## src/rtl/uart_tx_fifo.sv

```systemverilog
`default_nettype none
// ============================================================================
// Module   : uart_tx_fifo
// Brief    : Byte FIFO plus drain sequencer feeding a UART transmitter over a
//            char/write/busy handshake.
// Revision : 1.0
// ============================================================================
module uart_tx_fifo #(
    parameter int DEPTH_LOG2 = 4
) (
    input  logic                  i_clk,
    input  logic                  i_rst,
    input  logic [7:0]            i_wr_data,
    input  logic                  i_wr_en,
    output logic                  o_full,
    output logic                  o_empty,
    output logic [DEPTH_LOG2:0]   o_count,
    output logic                  o_overflow,
    input  logic                  i_clr_ovf,
    output logic [7:0]            o_char,
    output logic                  o_write,
    input  logic                  i_busy
);

    localparam int                      c_DEPTH      = 1 << DEPTH_LOG2;
    localparam logic [DEPTH_LOG2:0]     c_FULL_COUNT = c_DEPTH[DEPTH_LOG2:0];
    localparam logic [DEPTH_LOG2:0]     c_CNT_ONE    = {{DEPTH_LOG2{1'b0}}, 1'b1};
    localparam logic [DEPTH_LOG2-1:0]   c_PTR_ONE    = {{(DEPTH_LOG2-1){1'b0}}, 1'b1};

    typedef enum logic [1:0] {
        S_IDLE      = 2'd0,
        S_SEND      = 2'd1,
        S_WAIT_BUSY = 2'd2,
        S_WAIT_DONE = 2'd3
    } state_t;

    logic [7:0]             r_mem [c_DEPTH];
    logic [DEPTH_LOG2-1:0]  r_wr_ptr;
    logic [DEPTH_LOG2-1:0]  r_rd_ptr;
    logic [DEPTH_LOG2:0]    r_count;
    logic                   r_full;
    logic                   r_empty;
    logic                   r_overflow;
    logic [7:0]             r_char;
    logic                   r_write;
    state_t                 r_state;

    logic                   w_wr_accept;
    logic                   w_pop;
    logic [DEPTH_LOG2:0]    w_count_next;

    // Full/empty are registered, so acceptance uses the start-of-cycle view
    assign w_wr_accept = i_wr_en && !r_full;
    assign w_pop       = (r_state == S_IDLE) && !r_empty && !i_busy;

    always_comb begin
        w_count_next = r_count;
        case ({w_wr_accept, w_pop})
            2'b10:   w_count_next = r_count + c_CNT_ONE;
            2'b01:   w_count_next = r_count - c_CNT_ONE;
            default: w_count_next = r_count;
        endcase
    end

    always_ff @(posedge i_clk) begin
        if (w_wr_accept) begin
            r_mem[r_wr_ptr] <= i_wr_data;
        end
    end

    always_ff @(posedge i_clk) begin
        if (i_rst) begin
            r_wr_ptr   <= '0;
            r_rd_ptr   <= '0;
            r_count    <= '0;
            r_full     <= 1'b0;
            r_empty    <= 1'b1;
            r_overflow <= 1'b0;
            r_char     <= 8'h00;
            r_write    <= 1'b0;
            r_state    <= S_IDLE;
        end else begin
            if (w_wr_accept) begin
                r_wr_ptr <= r_wr_ptr + c_PTR_ONE;
            end
            if (w_pop) begin
                r_rd_ptr <= r_rd_ptr + c_PTR_ONE;
            end
            r_count <= w_count_next;
            r_full  <= (w_count_next == c_FULL_COUNT);
            r_empty <= (w_count_next == '0);

            // A dropped write beats a simultaneous clear
            if (i_wr_en && r_full) begin
                r_overflow <= 1'b1;
            end else if (i_clr_ovf) begin
                r_overflow <= 1'b0;
            end

            case (r_state)
                S_IDLE: begin
                    r_write <= 1'b0;
                    if (w_pop) begin
                        r_char  <= r_mem[r_rd_ptr];
                        r_write <= 1'b1;
                        r_state <= S_SEND;
                    end
                end
                S_SEND: begin
                    r_write <= 1'b0;
                    r_state <= S_WAIT_BUSY;
                end
                S_WAIT_BUSY: begin
                    r_write <= 1'b0;
                    if (i_busy) begin
                        r_state <= S_WAIT_DONE;
                    end
                end
                S_WAIT_DONE: begin
                    r_write <= 1'b0;
                    if (!i_busy) begin
                        r_state <= S_IDLE;
                    end
                end
                default: begin
                    r_write <= 1'b0;
                    r_state <= S_IDLE;
                end
            endcase
        end
    end

    assign o_full     = r_full;
    assign o_empty    = r_empty;
    assign o_count    = r_count;
    assign o_overflow = r_overflow;
    assign o_char     = r_char;
    assign o_write    = r_write;

endmodule
`default_nettype wire

```

## config.mk

```make
export PLATFORM = sky130hd
export DESIGN_NAME = uart_tx_fifo
export DESIGN_NICKNAME = d
export VERILOG_FILES = /design/src/rtl/uart_tx_fifo.sv
export SDC_FILE = /design/constraint.sdc
export NUM_CORES = 1
export LEC_CHECK = 0
export ABC_AREA = 1
export CORE_ASPECT_RATIO = 0.75
export CORE_MARGIN = 8
export CORE_UTILIZATION = 54
export DETAILED_ROUTE_END_ITERATION = 16
export GPL_ROUTABILITY_DRIVEN = 0
export PLACE_DENSITY = 0.79
export SYNTH_ARGS = -nofsm -noshare
export SYNTH_HDL_FRONTEND = slang
export SYNTH_SLANG_ARGS = --single-unit
```

## constraint.sdc

```tcl
create_clock -name i_clk -period 2 [get_ports i_clk]
set_input_delay 0.2 -clock i_clk [delete_from_list [all_inputs] [get_ports i_clk]]
set_output_delay 0.2 -clock i_clk [all_outputs]
set_load 0.01 [all_outputs]
```

* Yosys cells after proc, flatten, opt, wreduce, memory -nomap -nowiden
Memories as Yosys holds them, arrays and structs flattened. A register that Yosys moved wholly into a read port is not among the register bits.
Index checks and enable logic that the tools add are counted.
** Operators by class
- Multiplexer cells :: 11
- Reduce and logical (&&, ||, !) cells :: 13
- Add/sub/neg operators :: 4
- Equality and inequality tests :: 9
** Operators by type and width (count)
- one-hot mux 5 bit (2 select lines) :: 1
- adder 4 x 1 -> 4 bit (second input constant) :: 2
- one-hot mux 2 bit (4 select lines) :: 1
- equality test 2 bit (second input constant) :: 3
- two-way mux 2 bit :: 3
- != test 2 bit (second input constant) :: 3
- adder 5 x 1 -> 5 bit (second input constant) :: 1
- equality test 5 bit (second input constant) :: 1
- logical NOT 5 bit :: 1
- two-way mux 1 bit :: 5
- subtractor 5 x 1 -> 5 bit (second input constant) :: 1
- equality test 2 x 1 -> 1 bit (second input constant) :: 2
- logical AND 1 bit :: 4
- logical NOT 1 bit :: 3
- AND reduction 3 bit :: 1
- OR reduction 3 bit :: 1
- logical NOT 2 bit :: 1
- one-hot mux 1 bit (2 select lines) :: 1
- AND reduction 2 bit :: 1
- nonzero test 2 bit :: 1
** Storage, ports and cells
- Register bits :: 19
- Memories kept :: 1
- Input bits :: 13
- Bits in writable memories :: 128
- Logic and storage cells :: 46
- Output and inout bits :: 17
** Memory list
- r_mem :: depth 16, bits a word 8, read ports 1, clocked after Yosys merged registers in 1, write ports 1, RTL line 37 : logic [7:0] r_mem [c_DEPTH];

* Longest topological paths before layout
Gate-level depths: netlist (run 1).
- Depth after elaboration :: 6
- Gate-level depth with buffers :: 16

* Worst setup path after synthesis (run 1)
Ideal clock, no wire load.
- Kind :: reg2reg
- From :: register r_state[0]
- To :: register r_empty (netlist: o_empty)
- Buffers on the path :: 2
- Setup time :: 0.068 ns
- Data required time :: 1.932 ns
- Arrival :: 1.967 ns
- Stages on the path, launching flop included :: 13
- Slack :: -0.036 ns
- Cells stage by stage :: dfxtp_1 > inv_1 > ha_1 > nand2_1 > inv_1 > buf_2 > ha_1 > buf_2 > o21ai_0 > nand2_1 > nor2_1 > nand3_2 > o21bai_2
** Between the ends
- Word-level cells in the longest chain between the ends :: 6
- Elaborated cells on any way between the ends :: 7
** Ends and longest elaborated chain
- start: declaration :: RTL line 46 : state_t r_state;
- start signal: assignment :: RTL line 81 : r_state <= S_IDLE;
- start signal: assignment :: RTL line 106 : r_state <= S_SEND;
- start signal: assignment :: RTL line 111 : r_state <= S_WAIT_BUSY;
- logical NOT 2 bit (*) :: RTL line 54 : assign w_pop = (r_state == S_IDLE) && !r_empty && !i_busy;
- logical AND 1 bit (*) (2 in a row) :: RTL line 54
- equality test 2 x 1 -> 1 bit / equality test 2 bit (equally long branches) :: RTL line 58 : case ({w_wr_accept, w_pop})
- one-hot mux 5 bit (2 select lines) (*) :: RTL line 58
- logical NOT 5 bit (*) :: RTL line 91 : r_empty <= (w_count_next == '0);
- end signal: assignment :: RTL line 91
- end: declaration :: RTL line 42 : logic r_empty;
Mark *: on every way between the ends. The rest lies on a longest branch, timed or not.
A chain may end at the register's enable or synchronous reset.

* Worst setup path in the final report (run 1)
Same ends and word-level chain as after synthesis.

==> results.sh, run 1 <==
export IMPL_wire_per_inst_um=17.97
export IMPL_drv_cap=0
export IMPL_antenna_found_initial=0
export IMPL_postRouteAntennaNets=0
export IMPL_yosys_top_cells_area="edfxtp_1 (58%), dfxtp_1 (8.1%), inv_1 (5.4%), nand3_1 (4.8%), o211ai_1 (4.5%)"
export IMPL_tightest_slew_ns=0.7321
export IMPL_yosysWarnings=0
export IMPL_crit_path_max_fanout=5
export IMPL_start_kind="flip-flop"
export IMPL_synth_top_cells_by_count="edfxtp_1 (128), inv_1 (96), nand3_1 (64)"
export IMPL_port_buffers=29
export IMPL_coreArea_um2=12130
export IMPL_die_area_um2=16130
export IMPL_dp_cells=790
export IMPL_numCtsBuffers=17
export IMPL_antenna_cells=0
export IMPL_worstSkewPairLatency_ns=0.42
export IMPL_tritoncts="built"
export IMPL_outcome="complete, no violations"
export IMPL_crit_arrival_ns=2.25
export IMPL_initial_core_util_pct=54.70
export IMPL_htreeDepth=4
export IMPL_final_cells=822
export IMPL_p_leak_nw=2.999
export IMPL_drc=0
export IMPL_synth_main_ff_cell="edfxtp_1"
export IMPL_routed_wl_um=14780
export IMPL_placedInstanceArea_um2=7231
export IMPL_hold_violations=0
export IMPL_grt_usage_pct=18.91
export IMPL_cpPeakStageDelay_ns=0.32
export IMPL_firstDrtPassIters=6
export IMPL_die_y_um=112.0
export IMPL_clock_skew_ns=0.01121
export IMPL_hpwl_um=9384
export IMPL_cp_required_ns=2.35
export IMPL_crit_top_cell="nand2_1"
export IMPL_viasPerCell=5.535
export IMPL_slowest_stage="dfxtp_1"
export IMPL_crit_chain="inv_2, ha_4, nand3_2, nand2_1, nand2_1, ha_1, a21oi_2, nand3_1, nand3_1, nand2_1, nor2_1, nand3_2, o21bai_2"
export IMPL_async_reset_ff_share_pct=0
export IMPL_layout_worst_path_cycle_share_pct=95.34
export IMPL_yosysTopAreaCell="edfxtp_1"
export IMPL_io_pins=30
export IMPL_synth_edf_count=128
export IMPL_drive_gt1_share_pct=12.96
export IMPL_cts_num_sinks=155
export IMPL_cts_clk_slew_worst_paths_ns=0.06
export IMPL_cellPowerDensity_nw_per_um2=1127
export IMPL_ys_seq_area_share_pct=66.08
export IMPL_setup_viol=0
export IMPL_rows=35
export IMPL_design_area_um2=7881
export IMPL_cts_root_buffer="clkbuf_16"
export IMPL_relSlewSlack_pct=51.04
export IMPL_drtIter0Drc=650
export IMPL_layout_setup_ws_ns=0.09324
export IMPL_grt_start_max_net_pins=68
export IMPL_fin_crit_ns=1.907
export IMPL_synth_area_per_cell_um2=11.21
export IMPL_synth_top_area_share_pct=57.93
export IMPL_syn_area_um2=6635
export IMPL_crit_path_end_kind="flip-flop"
export IMPL_final_nets=668
export IMPL_overflow=0
export IMPL_die_w_um=144.0
export IMPL_grt_pass1_vias=4251
export IMPL_ys_ff_latch=155
export IMPL_synth_most_common_cell="edfxtp_1"
export IMPL_clockBufferDepth=2
export IMPL_synth_cell_type_count=31
export IMPL_route_vias_total=4550
export IMPL_finalSetupTns_ns=0
export IMPL_slew_violations=0
export IMPL_grt_pass1_wl_um=22750
export IMPL_crit_type="reg2reg"
export IMPL_synthCells=592
export IMPL_peakVddDrop_uv=781.1
export IMPL_hold_path_class="in2reg"
export IMPL_synth_net_count=617
export IMPL_max_freq_mhz=524.4
export IMPL_area_growth_pct=18.78
export IMPL_post_cts_buffers=0
export IMPL_place_ws_ns=-0.1150
-- what timing repair did --
item | in CTS | in global routing
resized for setup | 2 | 7
setup endpoints to repair | 1 | 3
hold buffers | 0 | 0
-- flip-flops by register name (all words and copies together) (netlist names) --
register	cells
r_wr_ptr	4
o_overflow	1
o_char	8
r_state	2
r_mem	128
o_write	1
o_full	1
o_count	5
r_rd_ptr	4
o_empty	1
-- critical path, delay by kind of cell, from the launching register on --
kind	cells	cell delay, ns
buffers and inverters	1	0.11
flip-flops	1	0.32
AO/OA/AOI/OAI	2	0.28
adder cells (fa/ha/maj)	2	0.39
AND/OR/NAND/NOR	8	0.72
-- metal layers --
| layer | share of wire, % | vias up | global-route usage, % |
|---|---|---|---|
| met5 | 0 | - | 0 |
| met4 | 1.7 | 0 | 5.590 |
| met1 | 44 | 2154 | 26.49 |
| met2 | 46 | 216 | 27.77 |
| li1 | - | 2151 | - |
| met3 | 8.9 | 29 | 5.558 |
-- worst paths after layout --
| check | cells past startpoint | slack [ns] | to | startpoint |
|---|---|---|---|---|
| setup / recovery | 13 | 0.09 | o_empty | r_state[0] |
| hold / removal | 4 | 0.41 | o_overflow | i_clr_ovf |
| setup reg to reg | 13 | 0.09 | o_empty | r_state[0] |
| hold reg to reg | 2 | 0.46 | o_overflow | o_overflow |
-- per-stage QoR --
step	hold slack [ns]	utilization [%]	power (W)
finish	0.4083	64.97	0.008880
global route	0.4153	64.97	0.009284
CTS	0.3974	64.70	0.008846
detailed placement	0.4572	59.61	0.005639
global placement	0.4468	59.61	0.005552
floorplan	0.2771	-	0.005056
-- layout make-up --
class / instances / area [um^2]
clock inverters: 8 / 46.29
inverters: 99 / 371.6
repair buffers: 62 / 575.6
multi-input cells: 308 / 1723
fillers: 902 / 4249
clock buffers: 24 / 566.8
flip-flops and latches: 155 / 4390
well taps: 166 / 207.7
-- power breakdown --
part | leakage (nW) | switching, W | internal [W] | total (W)
clock | 0.313 | 0.00123 | 0.00198 | 0.00321
combinational | 1.31 | 0.00109 | 0.000764 | 0.00186
sequential | 1.38 | 0.000152 | 0.00366 | 0.00381
total | 3.00 | 0.00248 | 0.00640 | 0.00888
-- cells by family (layout without fill, tap and decap cells) --
kind of cell,after synthesis,count (layout),share of synthesized area [%]
AND/OR/NAND/NOR,168,168,11.56
flip-flops,155,155,66.08
buffers and inverters,129,193,8.505
AO/OA/AOI/OAI,125,125,11.18
adder cells (fa/ha/maj),12,12,2.263
XOR/XNOR,2,2,0.2640
multiplexers,1,1,0.1509
-- placed cells by master (no fill, tap or decap), types with 3 or more instances in the layout --
master,count
nand3_1,64
buf_12,3
clkbuf_8,3
clkdlybuf4s50_1,29
inv_1,94
nand3_2,3
clkbuf_16,21
edfxtp_1,128
clkinv_2,5
buf_4,30
a21oi_1,41
nand2_2,3
nor2_1,25
ha_1,10
nor3_1,4
dfxtp_1,24
nand2_1,63
o21ai_0,37
inv_2,3
o211ai_1,40
No activity file was read; power rests on OpenSTA's default activity.
==> run 2, diff against run 1 <==
--- a/config.mk
+++ b/config.mk
@@ -12,6 +12,7 @@
 export DETAILED_ROUTE_END_ITERATION = 16
 export GPL_ROUTABILITY_DRIVEN = 0
 export PLACE_DENSITY = 0.79
+export SKIP_CTS_REPAIR_TIMING = 1
 export SYNTH_ARGS = -nofsm -noshare
 export SYNTH_HDL_FRONTEND = slang
 export SYNTH_SLANG_ARGS = --single-unit
==> results.sh, run 2 (synthesis results as in run 1) <==
export IMPL_outcome="complete, no violations"
export IMPL_postRouteAntennaNets=0
export IMPL_routed_wl_um=14800
export IMPL_p_seq_share_pct=43.0
export IMPL_drtIter0Drc=679
export IMPL_crit_chain="inv_2, ha_4, nand3_2, nand2_1, nand2_1, ha_1, a21oi_2, nand3_1, nand3_1, nand2_1, nor2_1, nand3_2, o21bai_2"
export IMPL_hpwl_um=9384
export IMPL_crit_path_end_kind="flip-flop"
export IMPL_tightest_slew_ns=0.7318
export IMPL_cts_clk_slew_worst_paths_ns=0.06
export IMPL_largest_reg_flops=128
export IMPL_final_nets=668
export IMPL_cts_root_buffer="clkbuf_16"
export IMPL_switching_share_pct=27.86
export IMPL_grt_start_max_net_pins=68
export IMPL_firstDrtPassIters=5
export IMPL_drive_gt1_share_pct=12.96
export IMPL_cpPeakStageDelay_ns=0.32
export IMPL_cp_required_ns=2.35
export IMPL_viasPerCell=5.562
export IMPL_comb_power_share_pct=21.0
export IMPL_coreArea_um2=12130
export IMPL_slew_violations=0
export IMPL_route_vias_total=4572
export IMPL_r2r_slack_ns=0.12
export IMPL_p_clk_share_pct=36.1
export IMPL_grt_pass1_wl_um=22760
export IMPL_die_area_um2=16130
export IMPL_hold_start="i_clr_ovf"
export IMPL_relSlewSlack_pct=51.06
export IMPL_r2r_start="r_state[0]"
export IMPL_slowest_stage="dfxtp_1"
export IMPL_clock_skew_ns=0.008898
export IMPL_rows=35
export IMPL_clockBufferDepth=2
export IMPL_drv_cap=0
export IMPL_nFillCells=904
export IMPL_crit_top_cell="nand2_1"
export IMPL_crit_path_start="r_state[0]"
export IMPL_port_buffers=29
export IMPL_layout_worst_path_cycle_share_pct=94.04
export IMPL_grt_pass1_vias=4255
export IMPL_htreeDepth=4
export IMPL_r2r_cells=13
export IMPL_fin_crit_ns=1.881
export IMPL_grt_usage_pct=18.92
export IMPL_largest_register="r_mem"
export IMPL_drc=0
export IMPL_max_freq_mhz=531.7
export IMPL_cts_num_sinks=155
export IMPL_initial_core_util_pct=54.70
export IMPL_hold_violations=0
export IMPL_placedInstanceArea_um2=7231
export IMPL_antenna_found_initial=0
export IMPL_finalSetupTns_ns=0
export IMPL_crit_arrival_ns=2.23
export IMPL_numCtsBuffers=17
export IMPL_setup_viol=0
export IMPL_power_switching_w=0.002471
export IMPL_p_int_w=0.006401
export IMPL_layout_common_cells="edfxtp_1 (128), inv_1 (94), nand3_1 (64)"
export IMPL_design_area_um2=7881
export IMPL_peakVddDrop_uv=781.6
export IMPL_crit_path_max_fanout=5
export IMPL_p_leak_nw=2.999
export IMPL_antenna_cells=0
export IMPL_worstSkewPairLatency_ns=0.42
export IMPL_cellPowerDensity_nw_per_um2=1126
export IMPL_crit_end="o_empty"
export IMPL_overflow=0
export IMPL_die_w_um=144.0
export IMPL_start_kind="flip-flop"
export IMPL_crit_type="reg2reg"
export IMPL_layout_commonest_cell="edfxtp_1"
export IMPL_area_growth_pct=18.78
export IMPL_io_pins=30
export IMPL_hold_path_class="in2reg"
export IMPL_tritoncts="built"
export IMPL_reg2reg_to="o_empty"
export IMPL_wire_per_inst_um=18.00
export IMPL_die_y_um=112.0
## run 2: cell counts in the layout (fill, tap and decap cells not counted)
Identical to the previous run, type by type.
## run 2: cell type report
cell class	instances	area (um^2)	share of cell area [%]
Clock buffer	24	566.8	7.192
Multi-Input combinational cell	308	1723	21.86
Sequential cell	155	4390	55.71
Tap cell	166	207.7	2.635
Timing Repair Buffer	62	575.6	7.303
Inverter	99	371.6	4.715
Clock inverter	8	46.29	0.5874
## run 2: worst min path at each step
stage / endpoint / slack (ns) / depth (start not counted)
floorplan: o_write / 0.28 / 1
global placement: o_overflow / 0.45 / 2
detailed placement: o_overflow / 0.46 / 2
CTS: o_overflow / 0.40 / 4
global route: o_overflow / 0.42 / 4
finish: o_overflow / 0.41 / 4
## run 2: power by group through the flow
stage                     sequential, W  clock (W)  combinational (W)
after detailed placement        0.00386          0            0.00177
after floorplan                 0.00385          0            0.00120
final                           0.00381    0.00320            0.00186
after CTS                       0.00380    0.00325            0.00179
after global routing            0.00383    0.00340            0.00206
after global placement          0.00386          0            0.00169
## run 2: routing by layer
metal	GRT usage [%]	share of wire [%]	vias up
met2	27.81	46	207
met3	5.558	8.7	25
met5	0	0	-
met1	26.49	43	2192
met4	5.590	1.6	0
li1	-	-	2148
## run 2: stage by stage
stage	hold slack [ns]	power [W]	cells	worst slack [ns]	util [%]
final	0.4090	0.008872	822	0.1193	64.97
after global routing	0.4153	0.009284	822	-0.03030	64.97
after CTS	0.3974	0.008839	822	-0.02393	64.66
after detailed placement	0.4572	0.005639	790	-0.1150	59.61
after global placement	0.4468	0.005552	790	-0.02743	59.61
after floorplan	0.2771	0.005056	592	0.000001110	-
## run 2: worst max-delay path, delay by kind of cell, from the launching register on
kind	cells	cell delay (ns)
AND/OR/NAND/NOR	8	0.72
flip-flops	1	0.32
adder cells (fa/ha/maj)	2	0.38
AO/OA/AOI/OAI	2	0.28
buffers and inverters	1	0.11
